[config.mk]
export PLATFORM = sky130hd
export DESIGN_NAME = servant_sram_arbiter
export DESIGN_NICKNAME = d
export VERILOG_FILES = /design/src/rtl/servant_sram_arbiter.sv
export SDC_FILE = /design/constraint.sdc
export NUM_CORES = 1
export LEC_CHECK = 0
export ABC_CLOCK_PERIOD_IN_PS = 3400
export CORE_AREA = 2 2 147 106
export DETAILED_ROUTE_END_ITERATION = 8
export DIE_AREA = 0 0 149 108
export HOLD_SLACK_MARGIN = 0.02
export PLACE_DENSITY_LB_ADDON = 0.15
export SLEW_MARGIN = 20
export SYNTH_ARGS = -nofsm -noshare
export SYNTH_HDL_FRONTEND = slang
export SYNTH_SLANG_ARGS = --single-unit
export TNS_END_PERCENT = 5
[constraint.sdc]
create_clock -name wb_clk -period 3.4 [get_ports wb_clk]
set_input_delay 0.68 -clock wb_clk [delete_from_list [all_inputs] [get_ports wb_clk]]
set_output_delay 0.68 -clock wb_clk [all_outputs]
set_load 0.005 [all_outputs]
[src/rtl/servant_sram_arbiter.sv]
// Shares one byte-wide async SRAM between a 32-bit Wishbone port and a byte loader port.
// Latency: ack 1 + N*(WAIT_CYCLES+2) clocks after grant (N = selected bytes); one request in flight.
// Backpressure: requests are held until ack; SERVANT_SRAM_ARB_RR_EN selects round-robin over fixed B priority.
module servant_sram_arbiter #(
  parameter int ADDRESS_WIDTH = 18,
  parameter int WAIT_CYCLES   = 2
) (
  input  logic                     wb_clk,
  input  logic                     wb_rst_n,
  input  logic [ADDRESS_WIDTH-3:0] wb_adr,
  input  logic [31:0]              wb_dat,
  input  logic [3:0]               wb_sel,
  input  logic                     wb_we,
  input  logic                     wb_cyc,
  output logic [31:0]              wb_rdt,
  output logic                     wb_ack,
  input  logic                     b_req,
  input  logic                     b_we,
  input  logic [ADDRESS_WIDTH-1:0] b_adr,
  input  logic [7:0]               b_wdat,
  output logic [7:0]               b_rdat,
  output logic                     b_ack,
  output logic [ADDRESS_WIDTH-1:0] sAddress,
  output logic                     sCSn,
  output logic                     sOEn,
  output logic                     sWRn,
  output logic                     sDqDir,
  output logic [7:0]               sDqOut,
  input  logic [7:0]               sDqIn
);

  localparam int WC = (WAIT_CYCLES < 1) ? 1 : WAIT_CYCLES;
  localparam int CW = (WC > 1) ? $clog2(WC) : 1;

  typedef enum logic [2:0] {IDLE, SETUP, STROBE, HOLD, DONE} state_t;

  state_t                   state_q;
  logic [1:0]               lane_q;
  logic [3:0]               rem_q;
  logic [CW-1:0]            cnt_q;
  logic [ADDRESS_WIDTH-1:0] addr_q;
  logic [31:0]              dat_q;
  logic                     we_q;
  logic                     port_b_q;
  logic [31:0]              rd_buf_q;
  logic [ADDRESS_WIDTH-1:0] saddr_q;
  logic                     cs_n_q, oe_n_q, wr_n_q, dq_dir_q;
  logic [7:0]               dq_out_q;
  logic                     wb_ack_q, b_ack_q;
  logic [31:0]              wb_rdt_q;
  logic [7:0]               b_rdat_q;

  logic                     req_any, grant_b;
  logic                     src_b, we_d;
  logic [3:0]               src_sel, rem_d;
  logic [ADDRESS_WIDTH-1:0] src_adr, addr_d;
  logic [31:0]              src_dat;
  logic [1:0]               lane_d;
  logic [7:0]               wdat_d;

  function automatic logic [1:0] first_lane(input logic [3:0] s);
    if (s[0])      return 2'd0;
    else if (s[1]) return 2'd1;
    else if (s[2]) return 2'd2;
    else           return 2'd3;
  endfunction

  assign req_any = b_req | wb_cyc;

`ifdef SERVANT_SRAM_ARB_RR_EN
  // Pointer remembers who was granted last; reset value points at Wishbone.
  logic last_b_q;
  assign grant_b = b_req & (~wb_cyc | ~last_b_q);

  always_ff @(posedge wb_clk or negedge wb_rst_n) begin
    if (!wb_rst_n) begin
      last_b_q <= 1'b0;
    end else if (state_q == IDLE && req_any) begin
      last_b_q <= grant_b;
    end
  end
`else
  assign grant_b = b_req;
`endif

  // In IDLE the next lane comes from the requester being granted; later from the latched copy.
  always_comb begin
    src_b   = port_b_q;
    we_d    = we_q;
    src_sel = rem_q;
    src_adr = addr_q;
    src_dat = dat_q;
    if (state_q == IDLE) begin
      src_b   = grant_b;
      we_d    = grant_b ? b_we : wb_we;
      src_sel = grant_b ? 4'b0001 : wb_sel;
      src_adr = grant_b ? b_adr : {wb_adr, 2'b00};
      src_dat = grant_b ? {24'h0, b_wdat} : wb_dat;
    end
    lane_d = first_lane(src_sel);
    rem_d  = src_sel & ~(4'b0001 << lane_d);
    addr_d = src_b ? src_adr : {src_adr[ADDRESS_WIDTH-1:2], lane_d};
    wdat_d = src_dat[{lane_d, 3'b000} +: 8];
  end

  always_ff @(posedge wb_clk or negedge wb_rst_n) begin
    if (!wb_rst_n) begin
      state_q  <= IDLE;
      lane_q   <= 2'd0;
      rem_q    <= 4'd0;
      cnt_q    <= '0;
      addr_q   <= '0;
      dat_q    <= 32'h0;
      we_q     <= 1'b0;
      port_b_q <= 1'b0;
      rd_buf_q <= 32'h0;
      saddr_q  <= '0;
      cs_n_q   <= 1'b1;
      oe_n_q   <= 1'b1;
      wr_n_q   <= 1'b1;
      dq_dir_q <= 1'b0;
      dq_out_q <= 8'h0;
      wb_ack_q <= 1'b0;
      b_ack_q  <= 1'b0;
      wb_rdt_q <= 32'h0;
      b_rdat_q <= 8'h0;
    end else begin
      wb_ack_q <= 1'b0;
      b_ack_q  <= 1'b0;
      case (state_q)
        IDLE: begin
          if (req_any) begin
            port_b_q <= grant_b;
            we_q     <= we_d;
            addr_q   <= src_adr;
            dat_q    <= src_dat;
            rd_buf_q <= 32'h0;
            if (src_sel == 4'b0000) begin
              wb_rdt_q <= 32'h0;
              wb_ack_q <= 1'b1;
              state_q  <= DONE;
            end else begin
              lane_q   <= lane_d;
              rem_q    <= rem_d;
              saddr_q  <= addr_d;
              cs_n_q   <= 1'b0;
              dq_dir_q <= we_d;
              dq_out_q <= we_d ? wdat_d : 8'h0;
              state_q  <= SETUP;
            end
          end
        end
        SETUP: begin
          cnt_q   <= CW'(WC - 1);
          oe_n_q  <= we_q;
          wr_n_q  <= ~we_q;
          state_q <= STROBE;
        end
        STROBE: begin
          if (cnt_q == '0) begin
            oe_n_q  <= 1'b1;
            wr_n_q  <= 1'b1;
            if (!we_q) rd_buf_q[{lane_q, 3'b000} +: 8] <= sDqIn;
            state_q <= HOLD;
          end else begin
            cnt_q <= cnt_q - CW'(1);
          end
        end
        HOLD: begin
          if (rem_q != 4'b0000) begin
            lane_q   <= lane_d;
            rem_q    <= rem_d;
            saddr_q  <= addr_d;
            dq_out_q <= we_q ? wdat_d : 8'h0;
            state_q  <= SETUP;
          end else begin
            cs_n_q   <= 1'b1;
            dq_dir_q <= 1'b0;
            state_q  <= DONE;
            if (port_b_q) begin
              b_ack_q  <= 1'b1;
              b_rdat_q <= rd_buf_q[7:0];
            end else begin
              wb_ack_q <= 1'b1;
              wb_rdt_q <= rd_buf_q;
            end
          end
        end
        DONE:    state_q <= IDLE;
        default: state_q <= IDLE;
      endcase
    end
  end

  assign sAddress = saddr_q;
  assign sCSn     = cs_n_q;
  assign sOEn     = oe_n_q;
  assign sWRn     = wr_n_q;
  assign sDqDir   = dq_dir_q;
  assign sDqOut   = dq_out_q;
  assign wb_ack   = wb_ack_q;
  assign b_ack    = b_ack_q;
  assign wb_rdt   = wb_rdt_q;
  assign b_rdat   = b_rdat_q;

endmodule

==> metrics.md, run 1 <==
| Metric | Value |
|---|---|
| Static leakage | roughly 4.4 nW |
| Critical Path AT | approximately 2.8 ns |
| Die Y | roughly 110 µm |
| Final setup viols | 0 |
| Via count | 6957 |
| Vias per cell | slightly below 6 |
| Fin crit period | between 2 and 3 ns |
| Core area | ~0.015 mm² |
| Max FO, Critical Path | 24 |
| CTS sink cnt | between 150 and 200 |
| DRC Markers | 0 |
| Share of post-route cells with drive strength above 1 | a little under a tenth |
| TritonCTS clock tree | built |
| Initial Util | a little under three fifths |
| Most common cell after layout, fill and taps aside | dfrtp_1 |
| Worst min path class | in2async |
| Gpl congestion | roughly 0.86 |
| Antenna violations before repair | 0 |
| Period utilisation layout | 74.00% |
| FMAX | 0.3974 GHz |
| Register bit total from synthesis | 166 |
| Post-Route WL | approximately 21000 µm |
| Vias in the first global route | about 6.4k |
| Clk pin slew, worst setup/hold paths | ~0.070 ns |
| Warnings, synthesis | 0 |
| Crit start category | flop |
| EDFF count, synth | 0 |
| Post-synthesis simple-gate area fraction | between 10 and 15% |
| Post-synthesis mux area share | around 6.5% |
| Sum of negative setup slack | 0 ns |
| Critical path endpoint category | flop |
| # port buffers | around 160 |
| Crit path kind | reg2reg |
| First-pass GRT wire length | about 34000 µm |
| Synthesized area | 0.008103 mm² |
| Max Transition Viols Final | 0 |
| Synth Net Count | between 900 and 1k |
| Register area share after synthesis | around half |
| Die X-Extent | 149 µm |
| Cts bufs inserted | 17 |
| DRT Pass-1 Iters | 6 |
| # IOs | roughly 160 |
| Synth-to-Final Area Change | 28.41% |
| Nets | approximately 1.1k |
| CTS H-tree lvls | 4 |
| RSZ-0062 raised after global routing | false |
| Die area | 0.01609 mm² |
| Hpwl dp | between 10000 and 15000 µm |
| Fin. Hold Viols | 0 |
| CTS max path bufs | 2 |
| Finished Core Util | a little under three quarters |
| Synth Instances | between 800 and 900 |
| Resized Gates After CTS | 0 |
| Worst vdd ir | between 400 and 500 µV |
| Iteration-0 DRC Markers | 729 |
| Grt ovf | 0 |
| Worst-Skew Late Latency | 0.42 ns |
| Post-Synth Adder-Cell Area | less than 1% |
| WL/cell | around 18 µm |
| GR Util All Layers | 27.31% |
| Largest net degree at the start of global routing | 81 |
| Pwr dens | roughly 800 mW/mm² |
| Ys flop type | dfrtp_1 |
| Clock skew | roughly 0.015 ns |
| Most frequent cells in the layout | 163 x dfrtp_1, 160 x clkdlybuf4s50_1, 109 x nand2_1, 99 x o21ai_0, 47 x inv_1 |
| Clock root buffer | clkbuf_16 |
| Max-Cap Viols | 0 |
| Hold-fix buffers at CTS | 0 |
| Main combinational cell family by area after synthesis | compound AO/OA/AOI/OAI gates |
| Worst slew pin tran | 0.7935 ns |
| Outcome | completed |
| Slew headroom | 47.10% |
| CP required | roughly 3.7 ns |
| N_diodes | 0 |
| Fillers | approximately 1.1k |
| Yosys cell types | 56 |
| Post-synthesis compound-gate area fraction | 20.11% |
| Number of cell rows | 37 |
| Setup bufs post-CTS | 0 |
| XOR/XNOR share of the synthesized area | less than 1% |
| Post-DRT Antenna Nets | 0 |
| Synth async-reset ratio | between 90% and 100% |
| Mean post-synth cell area | approximately 9.5 µm² |
==> per-layer routing <==
layer	routed length [µm]	track usage, %	vias up	share of wire [%]
met3	1958	7.553	27	9.2
met5	0	0	-	0
met1	9772	41.22	3358	46
li1	-	-	3244	-
met2	9244	39.01	328	44
met4	266	7.211	0	1.3
==> worst max-delay path: stages, from the launching register on <==
cell	delay, ns
dfrtp_1	0.67
nor3_4	0.49
mux2_2	0.51
o221ai_1	0.22
o21ai_0	0.25
a22o_1	0.25
==> sequential cells by signal, summed over array words and instances (netlist names), 2 cells and up <==
| name | flops |
|---|---|
| addr_q | 18 |
| rem_q | 4 |
| rd_buf_q | 32 |
| dat_q | 32 |
| lane_q | 2 |
| state_q | 3 |
| sDqOut | 8 |
| b_rdat | 8 |
| wb_rdt | 32 |
| sAddress | 18 |
==> logic make-up after synthesis <==
family,after synthesis
AND/OR/NAND/NOR,248
flip-flops,166
XOR/XNOR,1
adder cells (fa/ha/maj),5
buffers and inverters,110
AO/OA/AOI/OAI,270
multiplexers,50
==> cells in the mapped netlist, drive strengths merged (24+ instances only) <==
master	count	area [µm²]
clkbuf	26	97.59
o21ai	137	689.4
inv	47	176.4
a21oi	40	200.2
buf	37	232.7
nand2	110	415.4
a22o	24	210.2
dfrtp	163	4079
nor2b	34	212.7
nand3	44	220.2
mux2i	27	270.3
nor2	34	135.1
==> worst paths after layout <==
check | startpoint | end | cells after the start | slack [ns]
max in group asynchronous | wb_rst_n | sOEn | 2 | 2.25
min in group wb_clk | addr_q[1] | addr_q[1] | 2 | 0.48
max | state_q[1] | sDqOut[5] | 5 | 0.88
min reg2reg | addr_q[1] | addr_q[1] | 2 | 0.48
max reg2reg | state_q[1] | sDqOut[5] | 5 | 0.88
min | wb_rst_n | dat_q[2] | 1 | 0.29
==> power breakdown <==
part	leakage [nW]	switching [mW]	internal (mW)
Combinational	1.93	1.96	1.37
Clock	0.279	0.843	1.10
Sequential	2.19	0.492	2.53
Total	4.40	3.29	4.99
==> area by class of cell <==
class	count	area, µm²	area share (%)
clock inverters	14	163.9	1.575
clock buffers	17	425.4	4.088
repair buffers	179	1780	17.11
flip-flops and latches	166	4158	39.96
inverters	47	176.4	1.696
multi-input cells	574	3457	33.23
well taps	195	244.0	2.345
==> per-stage QoR <==
stage	instance area, µm²	power [mW]	hold WS (ns)	setup WS [ns]	instances
after floorplan	8103	5.182	0.3844	1.375	850
after global placement	9816	6.232	0.4628	0.6860	1161
after detailed placement	9816	6.311	0.4678	0.5753	1161
after CTS	10410	8.288	0.3313	0.9588	1192
after global routing	10410	8.844	0.3288	0.7666	1192
final	10410	8.286	0.2861	0.8839	1192
Power figures use the tool's default switching activity.
==> inputs of run 2 (changes only) <==
- ABC_CLOCK_PERIOD_IN_PS: 3400 -> 2430
- CORE_AREA: 2 2 147 106 -> 2 2 153 110
- DIE_AREA: 0 0 149 108 -> 0 0 155 112
- clock period: 3.4 -> 2.43 ns (I/O delays scaled with it)
==> metrics.md, run 2 (synthesis gave the netlist of run 1 again) <==
| Metric | Value |
|---|---|
| Via count | 6845 (-1.6%) |
| # port buffers | 163 (unchanged) |
| Worst min path class | reg2reg |
| Die area | 0.01736 mm² (+7.9%) |
| FMAX | 0.4709 GHz (+18%) |
| Finished Layout Cells | 1221 (+2.4%) |
| Critical path endpoint category | flop |
| CP required | 2.80 ns (-0.90 ns) |
| Clk pin slew, worst setup/hold paths | 0.07 ns (about the same) |
| Number of cell rows | 39 (+5.4%) |
| Static leakage | 4.507 nW (+2.5%) |
| Vias per cell | 5.606 (-3.9%) |
| Crit start category | flop |
| Share of post-route cells with drive strength above 1 | 10.63% (+1.3 points) |
| Pwr dens | 1117 mW/mm² (+40%) |
| Clock root buffer | clkbuf_16 |
| Hpwl dp | 14680 µm (+1.3%) |
| Cts bufs inserted | 17 (unchanged) |
| Most frequent cells in the layout | 163 x dfrtp_1, 160 x clkdlybuf4s50_1, 109 x nand2_1, 99 x o21ai_0, 47 x inv_1 |
| Critical path's slowest cell | or3_2 |
| First-pass GRT wire length | 34890 µm (+2.4%) |
| Critical Path AT | 2.50 ns (-0.32 ns) |
| Period utilisation layout | 87.39% (+13 points) |
| Die X-Extent | 155 µm (+4.0%) |
| Largest net degree at the start of global routing | 66 (-19%) |
| Sum of negative setup slack | 0 ns (unchanged) |
| CP cell instances | or3_2, o21ai_2, o211ai_1, nor2_1, a22o_1 |
| CP bufs+invs | 0 (unchanged) |
| Initial Util | 50.78% (-5.0 points) |
| WL/cell | 17.47 µm (-2.0%) |
| Die Y | 112 µm (+3.7%) |
| CTS sink cnt | 166 (unchanged) |
| Crit path kind | reg2reg |
| Max Transition Viols Final | 0 (unchanged) |
| GR Util All Layers | 25.50% (-1.8 points) |
| Nets | 1100 (+1.7%) |
| DRT Pass-1 Iters | 5 (-1) |
| Outcome | completed |
| Resized Gates After CTS | 0 (unchanged) |
| Slew headroom | 62.57% (+15 points) |
| Max FO, Critical Path | 9 (-63%) |
| RSZ-0062 raised after global routing | false |
| Most common cell after layout, fill and taps aside | dfrtp_1 |
| # IOs | 164 (unchanged) |
| TritonCTS clock tree | built |
| Hold-fix buffers at CTS | 1 (+1) |
| Clock skew | 0.01286 ns (-0.001644 ns) |
| Placed Cells | 1188 (+2.3%) |
| Core area | 0.01596 mm² (+9.8%) |
| CTS H-tree lvls | 4 (unchanged) |
| Worst slew pin tran | 0.5568 ns (-0.2367 ns) |
| N_diodes | 0 (unchanged) |
| Worst-Skew Late Latency | 0.43 ns (about the same) |
| Max-Cap Viols | 0 (unchanged) |
| Grt ovf | 0 (unchanged) |
| Synth-to-Final Area Change | 30.74% |
| Gpl congestion | 0.8627 (+0.85%) |
| Setup bufs post-CTS | 0 (unchanged) |
| Vias in the first global route | 6547 (+1.7%) |
| Final setup viols | 0 (unchanged) |
| DRC Markers | 0 (unchanged) |
| Worst vdd ir | 650.5 µV (+35%) |
| Post-DRT Antenna Nets | 0 (unchanged) |
| Fin crit period | 2.124 ns (-0.3925 ns) |
| CTS max path bufs | 2 (unchanged) |
| CP delay by family, top | simple AND/OR/NAND/NOR gates |
| Antenna violations before repair | 0 (unchanged) |
| Iteration-0 DRC Markers | 672 (-7.8%) |
| Post-Route WL | 21330 µm (+0.43%) |
| Fin. Hold Viols | 0 (unchanged) |
| Max incr delay on CP | 0.59 ns (-0.08 ns) |
==> run 2: changes by cell type in the layout (fill, tap and decap cells not counted), sizes merged <==
cell         change
buf             +17
clkbuf           +6
clkinvlp         -2
bufinv           +1
clkinv           -1
inv              -3
dlygate4sd3      +1
==> run 2: worst paths after layout <==
kind / startpoint / endpoint / slack, ns / cells past startpoint
max: state_q[0] / sDqOut[1] / 0.31 / 5
min: addr_q[14] / addr_q[14] / 0.48 / 2
max reg2reg: state_q[0] / sDqOut[1] / 0.31 / 5
min reg2reg: addr_q[14] / addr_q[14] / 0.48 / 2
max in group asynchronous: wb_rst_n / sOEn / 1.16 / 3
min in group asynchronous: wb_rst_n / sAddress[16] / 0.56 / 2
==> run 2: worst min-delay path: cells and delay by family, from the launching register on <==
| kind | cells | cell delay, ns |
|---|---|---|
| AO/OA/AOI/OAI | 1 | 0.06 |
| AND/OR/NAND/NOR | 1 | 0.04 |
| flip-flops | 1 | 0.34 |
==> run 2: stage by stage <==
stage / power [mW] / setup WS (ns) / hold WS (ns) / cell area (µm²) / utilization [%]
2_1_floorplan: 7.251 / 0.5775 / 0.1904 / 8103 / -
3_3_place_gp: 8.876 / 0.1068 / 0.4528 / 9968 / 62.47
3_5_place_dp: 8.979 / 0.04207 / 0.4558 / 9968 / 62.47
4_1_cts: 11.84 / 0.3177 / 0.4854 / 10590 / 66.39
5_1_grt: 12.64 / 0.1884 / 0.5052 / 10590 / 66.39
6_report: 11.83 / 0.3064 / 0.4810 / 10590 / 66.39
==> run 2: report_power, final <==
group / internal (mW) / switching (mW)
logic: 2.04 / 2.83
clock network: 1.71 / 1.13
registers: 3.54 / 0.580
total: 7.29 / 4.54
==> run 2: layer usage <==
layer / vias up / track usage, % / wire length (µm)
met5: - / 0 / 0
met4: 0 / 8.086 / 399
met3: 32 / 5.722 / 1407
met2: 248 / 35.59 / 8981
met1: 3273 / 39.36 / 10540
li1: 3292 / - / -
==> run 2: cell type report <==
type	instances	area, µm²
Clock inverter	9	137.6
Sequential cell	166	4158
Timing Repair Buffer	197	1931
Clock buffer	23	478.0
Multi-Input combinational cell	574	3457
Tap cell	205	256.5
Fill cell	1268	5363
Inverter	47	176.4
